### src/rtl/riscv_lsu.sv
// riscv_lsu: load/store unit between the RISC-V datapath and a req/ack data
// memory port with variable latency. One access at a time:
// IDLE -> BUS -> DONE -> IDLE.
// Optional feature macro: CONFIG_RISCV_LSU_MISALIGN_EXC_EN. When it is defined,
// misaligned h/w accesses skip the bus and finish with bus_err. When it is
// undefined, misaligned offsets are forced down and the access proceeds.
module riscv_lsu #(
  parameter int TIMEOUT_CYCLES = 16
) (
  input  logic        clk,
  input  logic        rst,
  input  logic        req,
  input  logic        we,
  input  logic [2:0]  funct3,
  input  logic [31:0] addr,
  input  logic [31:0] wdata,
  output logic        busy,
  output logic        done,
  output logic [31:0] rdata,
  output logic        bus_err,
  output logic        mem_req,
  output logic        mem_we,
  output logic [31:0] mem_addr,
  output logic [3:0]  mem_be,
  output logic [31:0] mem_wd,
  input  logic [31:0] mem_rd,
  input  logic        mem_ack
);

  localparam int CNT_W = $clog2(TIMEOUT_CYCLES + 1);

  typedef enum logic [1:0] {S_IDLE, S_BUS, S_DONE} state_t;

  // Access size encoding: 0 byte, 1 half, 2 word (undefined funct3 maps to word)
  localparam logic [1:0] SZ_B = 2'd0;
  localparam logic [1:0] SZ_H = 2'd1;
  localparam logic [1:0] SZ_W = 2'd2;

  state_t            r_state, w_state_nxt;
  logic [CNT_W-1:0]  r_cnt;
  logic              r_we, r_uns, r_bus_err;
  logic [1:0]        r_size, r_off;
  logic [31:0]       r_mem_addr, r_mem_wd, r_rdata;
  logic [3:0]        r_mem_be;

  logic [1:0]        w_size, w_off;
  logic              w_skip, w_accept, w_timeout;
  logic [3:0]        w_be;
  logic [31:0]       w_wd;

  // Select the lane from the captured word and extend it to 32 bits
  function automatic logic [31:0] load_ext(input logic [31:0] word, input logic [1:0] off,
                                           input logic [1:0] size, input logic uns);
    logic [31:0] sh;
    sh = word >> {off, 3'b000};
    case (size)
      SZ_B:    load_ext = uns ? {24'b0, sh[7:0]}  : {{24{sh[7]}}, sh[7:0]};
      SZ_H:    load_ext = uns ? {16'b0, sh[15:0]} : {{16{sh[15]}}, sh[15:0]};
      default: load_ext = sh;
    endcase
  endfunction

  assign w_size    = (funct3[1:0] == 2'b11) ? SZ_W : funct3[1:0];
  assign w_accept  = (r_state == S_IDLE) && req;
  assign w_timeout = (r_cnt == CNT_W'(TIMEOUT_CYCLES - 1));

  // Decode effective lane offset and whether the access bypasses the bus
  always_comb begin
    w_off  = addr[1:0];
    w_skip = 1'b0;
`ifdef CONFIG_RISCV_LSU_MISALIGN_EXC_EN
    w_skip = ((w_size == SZ_H) && addr[0]) || ((w_size == SZ_W) && (addr[1:0] != 2'b00));
`else
    case (w_size)
      SZ_B:    w_off = addr[1:0];
      SZ_H:    w_off = {addr[1], 1'b0};
      default: w_off = 2'b00;
    endcase
`endif
  end

  // Byte enables and lane-replicated store data for the access size
  always_comb begin
    w_be = 4'b1111;
    w_wd = wdata;
    case (w_size)
      SZ_B: begin
        w_be = 4'b0001 << w_off;
        w_wd = {4{wdata[7:0]}};
      end
      SZ_H: begin
        w_be = w_off[1] ? 4'b1100 : 4'b0011;
        w_wd = {2{wdata[15:0]}};
      end
      default: begin
        w_be = 4'b1111;
        w_wd = wdata;
      end
    endcase
  end

  // State register
  always_ff @(posedge clk or negedge rst) begin
    if (!rst) r_state <= S_IDLE;
    else      r_state <= w_state_nxt;
  end

  // Next-state logic: ack has priority over the timeout on the same cycle
  always_comb begin
    w_state_nxt = r_state;
    case (r_state)
      S_IDLE:  if (req) w_state_nxt = w_skip ? S_DONE : S_BUS;
      S_BUS:   if (mem_ack || w_timeout) w_state_nxt = S_DONE;
      S_DONE:  w_state_nxt = S_IDLE;
      default: w_state_nxt = S_IDLE;
    endcase
  end

  // Latch the access on accept, count bus cycles, capture load data on ack
  always_ff @(posedge clk or negedge rst) begin
    if (!rst) begin
      r_cnt      <= '0;
      r_we       <= 1'b0;
      r_uns      <= 1'b0;
      r_size     <= SZ_B;
      r_off      <= 2'b00;
      r_mem_addr <= '0;
      r_mem_be   <= '0;
      r_mem_wd   <= '0;
      r_rdata    <= '0;
      r_bus_err  <= 1'b0;
    end else if (w_accept) begin
      r_cnt      <= '0;
      r_we       <= we;
      r_uns      <= funct3[2];
      r_size     <= w_size;
      r_off      <= w_off;
      r_mem_addr <= {addr[31:2], 2'b00};
      r_mem_be   <= w_be;
      r_mem_wd   <= w_wd;
      r_bus_err  <= w_skip;
    end else if (r_state == S_BUS) begin
      if (mem_ack) begin
        if (!r_we) r_rdata <= load_ext(mem_rd, r_off, r_size, r_uns);
      end else if (w_timeout) begin
        r_bus_err <= 1'b1;
      end else begin
        r_cnt <= r_cnt + 1'b1;
      end
    end
  end

  assign busy     = (r_state != S_IDLE);
  assign done     = (r_state == S_DONE);
  assign mem_req  = (r_state == S_BUS);
  assign mem_we   = r_we;
  assign mem_addr = r_mem_addr;
  assign mem_be   = r_mem_be;
  assign mem_wd   = r_mem_wd;
  assign rdata    = r_rdata;
  assign bus_err  = r_bus_err;

endmodule
### config.mk
export PLATFORM = sky130hd
export DESIGN_NAME = riscv_lsu
export DESIGN_NICKNAME = d
export VERILOG_FILES = /design/src/rtl/riscv_lsu.sv
export SDC_FILE = /design/constraint.sdc
export NUM_CORES = 1
export LEC_CHECK = 0
export BUFFER_PORTS_ARGS = -buffer_cell sky130_fd_sc_hd__buf_2
export CAP_MARGIN = 10
export CORE_MARGIN = 5
export CORE_UTILIZATION = 45
export DETAILED_ROUTE_END_ITERATION = 8
export PLACE_DENSITY = 0.86
export SLEW_MARGIN = 20
export SYNTH_ARGS = -nofsm -noshare
export SYNTH_HDL_FRONTEND = slang
export SYNTH_SLANG_ARGS = --single-unit
### constraint.sdc
create_clock -name clk -period 5.1 [get_ports clk]
set_clock_uncertainty 0.15 [all_clocks]
set_input_delay 0.51 -clock clk [delete_from_list [all_inputs] [get_ports clk]]
set_output_delay 0.51 -clock clk [all_outputs]
set_load 0.05 [all_outputs]
# After elaboration in Yosys (flattened, before gate mapping)
# Index checks and enable logic that the tools add are counted.
[classes]
eq_ne = 10
muxes = 19
add_sub_neg = 1
bitwise_logic = 2
shifts = 2
n_reduce_logical = 12
[op_table]
columns = ["operator", "n"]
rows = [
  ["32-bit case mux with 2 select lines", 2],
  ["32-bit two-way mux", 2],
  ["32-bit by 5-bit right shift with 32-bit output", 1],
  ["5-bit two-way mux", 4],
  ["2-bit case mux with 2 select lines", 2],
  ["4-bit case mux with 2 select lines", 1],
  ["2-bit by 1-bit == test with 1-bit output, second input constant", 3],
  ["2-bit logical NOT", 3],
  ["2-bit two-way mux", 3],
  ["3-bit AND reduction", 2],
  ["2-bit nonzero test", 3],
  ["5-bit by 1-bit adder with 5-bit output, second input constant", 1],
  ["5-bit by 4-bit == test with 1-bit output, second input constant", 1],
  ["2-bit == test, second input constant", 2],
  ["1-bit two-way mux", 4],
  ["4-bit two-way mux", 1],
  ["2-bit by 1-bit != test with 1-bit output, second input constant", 2],
  ["2-bit != test, second input constant", 2],
  ["4-bit AND reduction", 1],
  ["1-bit by 2-bit left shift with 4-bit output, first input constant", 1],
  ["1-bit NOT", 2],
  ["2-bit AND reduction", 1],
  ["1-bit logical AND", 1],
  ["1-bit logical OR", 1],
]
[word_totals]
inputBits = 104
wordCells = 57
out_inout_bits = 105
regBits = 112

# Longest topological paths before layout
[logic_depth]
depth_word = 6
depth_mapped = 7
ltp_nobuf = 7

# Worst setup path after synthesis
# Ideal clock, no wire load.
[synth_path]
kind = "reg2reg"
start = "register r_cnt[0]"
end = "register r_cnt[3]"
path_slack_ps = 3095
stages_incl_launch_ff = 8
setup_ps = 132
arrival_ps = 1723
synth_period_minus_slack_ps = 2005
required_time_ps = 4818
n_path_buf = 0
path_cell_list = "dfrtp_1 -> ha_1 -> and3_1 -> ha_1 -> nor4b_2 -> nand4_1 -> xor2_1 -> nor2_1"
[synth_via]
elab_chain_cells = 5
word_cells_on_any_way = 8
classes_between = "1 x add/sub; 2 x eq/ne; 4 x mux; 1 x reduce/logical"
[synth_lines]
columns = ["element", "line", "source"]
rows = [
  ["from (decl)", "40", "logic [CNT_W-1:0] r_cnt;"],
  ["from (signal assigned)", "148", "r_cnt <= r_cnt + 1'b1;"],
  ["5-bit by 1-bit adder with 5-bit output", "148", ""],
  ["5-bit two-way mux", "145", "end else if (w_timeout) begin"],
  ["5-bit two-way mux", "143", "if (mem_ack) begin"],
  ["5-bit two-way mux", "142", "end else if (r_state == S_BUS) begin"],
  ["5-bit two-way mux", "132", "end else if (w_accept) begin"],
]
# Parallel ways exist; a longest one is shown, timed or not. The select of a mux whose other input is x is not followed.
# A chain may end at the register's enable or synchronous reset.

# Final worst setup path
[layout_path]
start = "register r_off[1]"
end = "register r_rdata[14] (netlist: rdata[14])"
[layout_via]
elab_chain_cells = 3
word_cells_on_any_way = 4
classes_between = "1 x shift; 3 x mux"
[layout_lines]
columns = ["element", "line", "source"]
rows = [
  ["from (decl)", "42", "logic [1:0] r_size, r_off;"],
  ["from (signal assigned)", "137", "r_off <= w_off;"],
  ["32-bit by 5-bit right shift with 32-bit output (*)", "55", "sh = word >> {off, 3'b000};"],
  ["32-bit two-way mux, on equally long branches", "58, 57", ""],
  ["32-bit case mux with 2 select lines (*)", "56", "case (size)"],
  ["to (signal assigned)", "144", "if (!r_we) r_rdata <= load_ext(mem_rd, r_off, r_size, r_uns);"],
  ["to (decl)", "43", "logic [31:0] r_mem_addr, r_mem_wd, r_rdata;"],
]
# Every way passes the cells marked *; elsewhere a longest branch is shown, timed or not.

==> impl_metrics.yaml <==
final_layout:
  drive_gt1_share_pct: 32.8
  final_cell_mix: "205 x buf_2, 160 x nand2_1, 112 x dfrtp_1, 41 x mux2i_1, 40 x o21ai_0"
  n_antenna_cell: 0
  nNetsFinal: 835
  final_common_cell: "buf_2"
  area_growth_pct: 26.8
  instances_no_fill: 875
  stdcell_area_mm2: 0.00656
critical_path:
  critPathCaptureType: "register"
  crit_path_start_kind: "register"
  cpPeakStageDelay_ns: 1.04
  crit_chain: "mux4_2 > nand2b_1 > a21oi_4 > a22o_1"
  worstPathRequired_ns: 5.18
  path_class: "register to register"
  critPathSlowestCell: "dfrtp_1"
  cp_top_family: "flip-flops"
  crit_buf_inv: 0
  crit_arrival_ns: 2.50
  cp_max_fo: 29
floorplan:
  die_x_um: 117
  rows: 39
  start_util_pct: 45.7
  coreArea_mm2: 0.0113
  num_io_pins: 209
  fp.dieArea_mm2: 0.0137
  fp.dieH_um: 117
pwr:
  p_per_area_mw_per_mm2: 788
  combPwrFrac_pct: 55.0
  p_int_mw: 2.43
  seqPwrFrac_pct: 30.6
  sw_frac_of_total_pct: 53.0
  clkPwrFrac_pct: 14.4
  vdd_drop_max_mv: 0.504
  p_leak_nw: 3.43
  p_sw_mw: 2.74
placed_design:
  pre_cts_slack_ns: 2.69
  dp_hpwl_um: 10200
  dp.cells: 861
  dpl_cell_area_mm2: 0.00625
  io_buffers: 206
  place_congestion: 0.873
drt:
  vias: 4450
  drt_iter0_markers: 301
  viasPerCell: 5.09
  first_pass_iters: 5
  wirelength_um: 13900
  ant_nets: 0
  drc_errors: 0
  wl_per_cell_um: 15.9
timing:
  timing_hold_violations_final: 0
  fin_ws_ns: 2.68
  finalCritPeriodShare_pct: 47.5
  drv_slew: 0
  rsz0062_at_grt: "false"
  fmax_mhz: 412
  fin_crit_ns: 2.42
  slew_headroom_pct: 29.0
  setup_viol: 0
  worst_slew_pin_slew_ns: 1.06
  finalSetupTns_ns: 0
synth:
  avgSynthCellArea_um2: 9.53
  synthDistinctLibCells: 40
  synthAdderAreaFrac_pct: 0.484
  synth_edf_count: 0
  synth_seq_area_share_pct: 54.2
  muxShareOfSynthArea_pct: 9.89
  syn_inst: 543
  ys_async_sr_fraction_pct: 100
  synth-seq-cells: 112
  ys.warnings.count: 0
  ys.flop_type: "dfrtp_1"
  yosys.area_share.simple_pct: 18.5
  synth_xor_area_share_pct: 0.508
  synth_top_family_by_area: "simple AND/OR/NAND/NOR gates"
  netlist_area_mm2: 0.00517
  synth_compound_gate_area_share_pct: 12.8
flow_run:
  maxCapViolCount: 0
clock_network:
  insertion_delay_ns: 0.33
  cts-resized-gates: 0
  clkTransAtPathRegs_ns: 0.07
  cts_hold_buffers: 0
  cts_buffers: 9
  h-tree-depth: 3
  postCtsSetupBuffers: 0
  cts_root_buffer: "clkbuf_16"
  clock_path_buffers: 2
  cts_tree: "built"
  cts.sinks: 112
global_routing:
  grt_usage_pct: 19.9
  grt_pass1_vias: 4213
  antenna_found_initial: 1
  grt_pass1_wl_um: 21400
  grt.overflow.total: 0
  grt_max_degree: 101
status:
  status: "finished clean"
hold_path:
  min_path_type: "input pin to async pin"
[metal layers]
layer  wire length [µm]  part of all wire [%]  up-vias  track usage, %
met1               5910                    43     2084            27.5
met4                152                   1.1        2            5.58
li1                   -                     -     2189               -
met2               6500                    47      161            31.1
met3               1300                   9.4       14            5.24
met5                 13                 0.094        -               0
[cell families (layout without fill, tap and decap cells)]
group / count (synthesis) / count (layout)
muxes: 49 / 49
AOI/OAI and AO/OA: 110 / 110
adders and majority gates: 2 / 2
and+or+nand+nor: 227 / 227
other: 1 / 2
buffers and inverters: 39 / 227
DFF: 112 / 112
xor gates and xnor gates: 3 / 3
[stage by stage]
step	utilization (%)	hold slack (ns)	power, mW
floorplan	-	0.0644	3.76
global placement	55.2	0.303	4.40
detailed placement	55.2	0.308	4.46
CTS	58.0	0.198	5.21
global route	58.0	0.207	5.47
finish	58.0	0.166	5.17
[worst register-to-register path, cell delays in order (launching register included)]
cell      delay, ns
dfrtp_1        1.04
mux4_2         0.63
nand2b_1       0.16
a21oi_4        0.10
a22o_1         0.23
[cell type report]
cell class,count,area [µm²]
clock buffer,10,239
sequential,112,2800
multi-input combinational,393,2200
timing repair buffer,209,1060
clock inverter,4,70.1
fill,1010,4760
tap,143,179
inverter,4,15.0
[synth_stat cells, types with 3 or more instances]
library cell | number | area share (%)
nor2b_1 | 10 | 1.2
buf_2 | 8 | 0.77
dfrtp_1 | 112 | 54
nand3_1 | 4 | 0.39
buf_4 | 3 | 0.44
a22o_1 | 8 | 1.4
nand2_1 | 161 | 12
o22a_1 | 9 | 1.5
a21oi_1 | 38 | 3.7
a211oi_1 | 8 | 1.2
a31oi_1 | 3 | 0.36
mux2i_1 | 41 | 7.9
inv_1 | 4 | 0.29
mux2_2 | 7 | 1.5
clkbuf_1 | 22 | 1.6
nor2_1 | 36 | 2.6
o21ai_0 | 40 | 3.9
[final timing paths]
path	from	to	slack (ns)	cells past startpoint
min in group clk	addr[26]	mem_addr[26]	0.21	3
min	rst	rdata[21]	0.17	1
min reg2reg	mem_addr[24]	mem_addr[24]	0.32	2
max in group asynchronous	rst	mem_addr[8]	3.59	2
max reg2reg	r_off[1]	rdata[14]	2.68	4
max	r_off[1]	rdata[14]	2.68	4
[registers in the layout, summed over array words and instances, names as in the netlist]
register	count
mem_we	1
mem_wd	32
r_uns	1
mem_be	4
r_size	2
r_off	2
rdata	32
mem_addr	30
bus_err	1
r_cnt	5
r_state	2
[power by group through the flow]
stage	combinational (mW)	sequential [mW]	clock, mW
floorplan	0.895	2.87	0
global placement	2.82	1.58	0
detailed placement	2.87	1.59	0
CTS	2.87	1.58	0.758
global route	3.04	1.64	0.789
finish	2.85	1.58	0.743
Power figures use the tool's default switching activity.
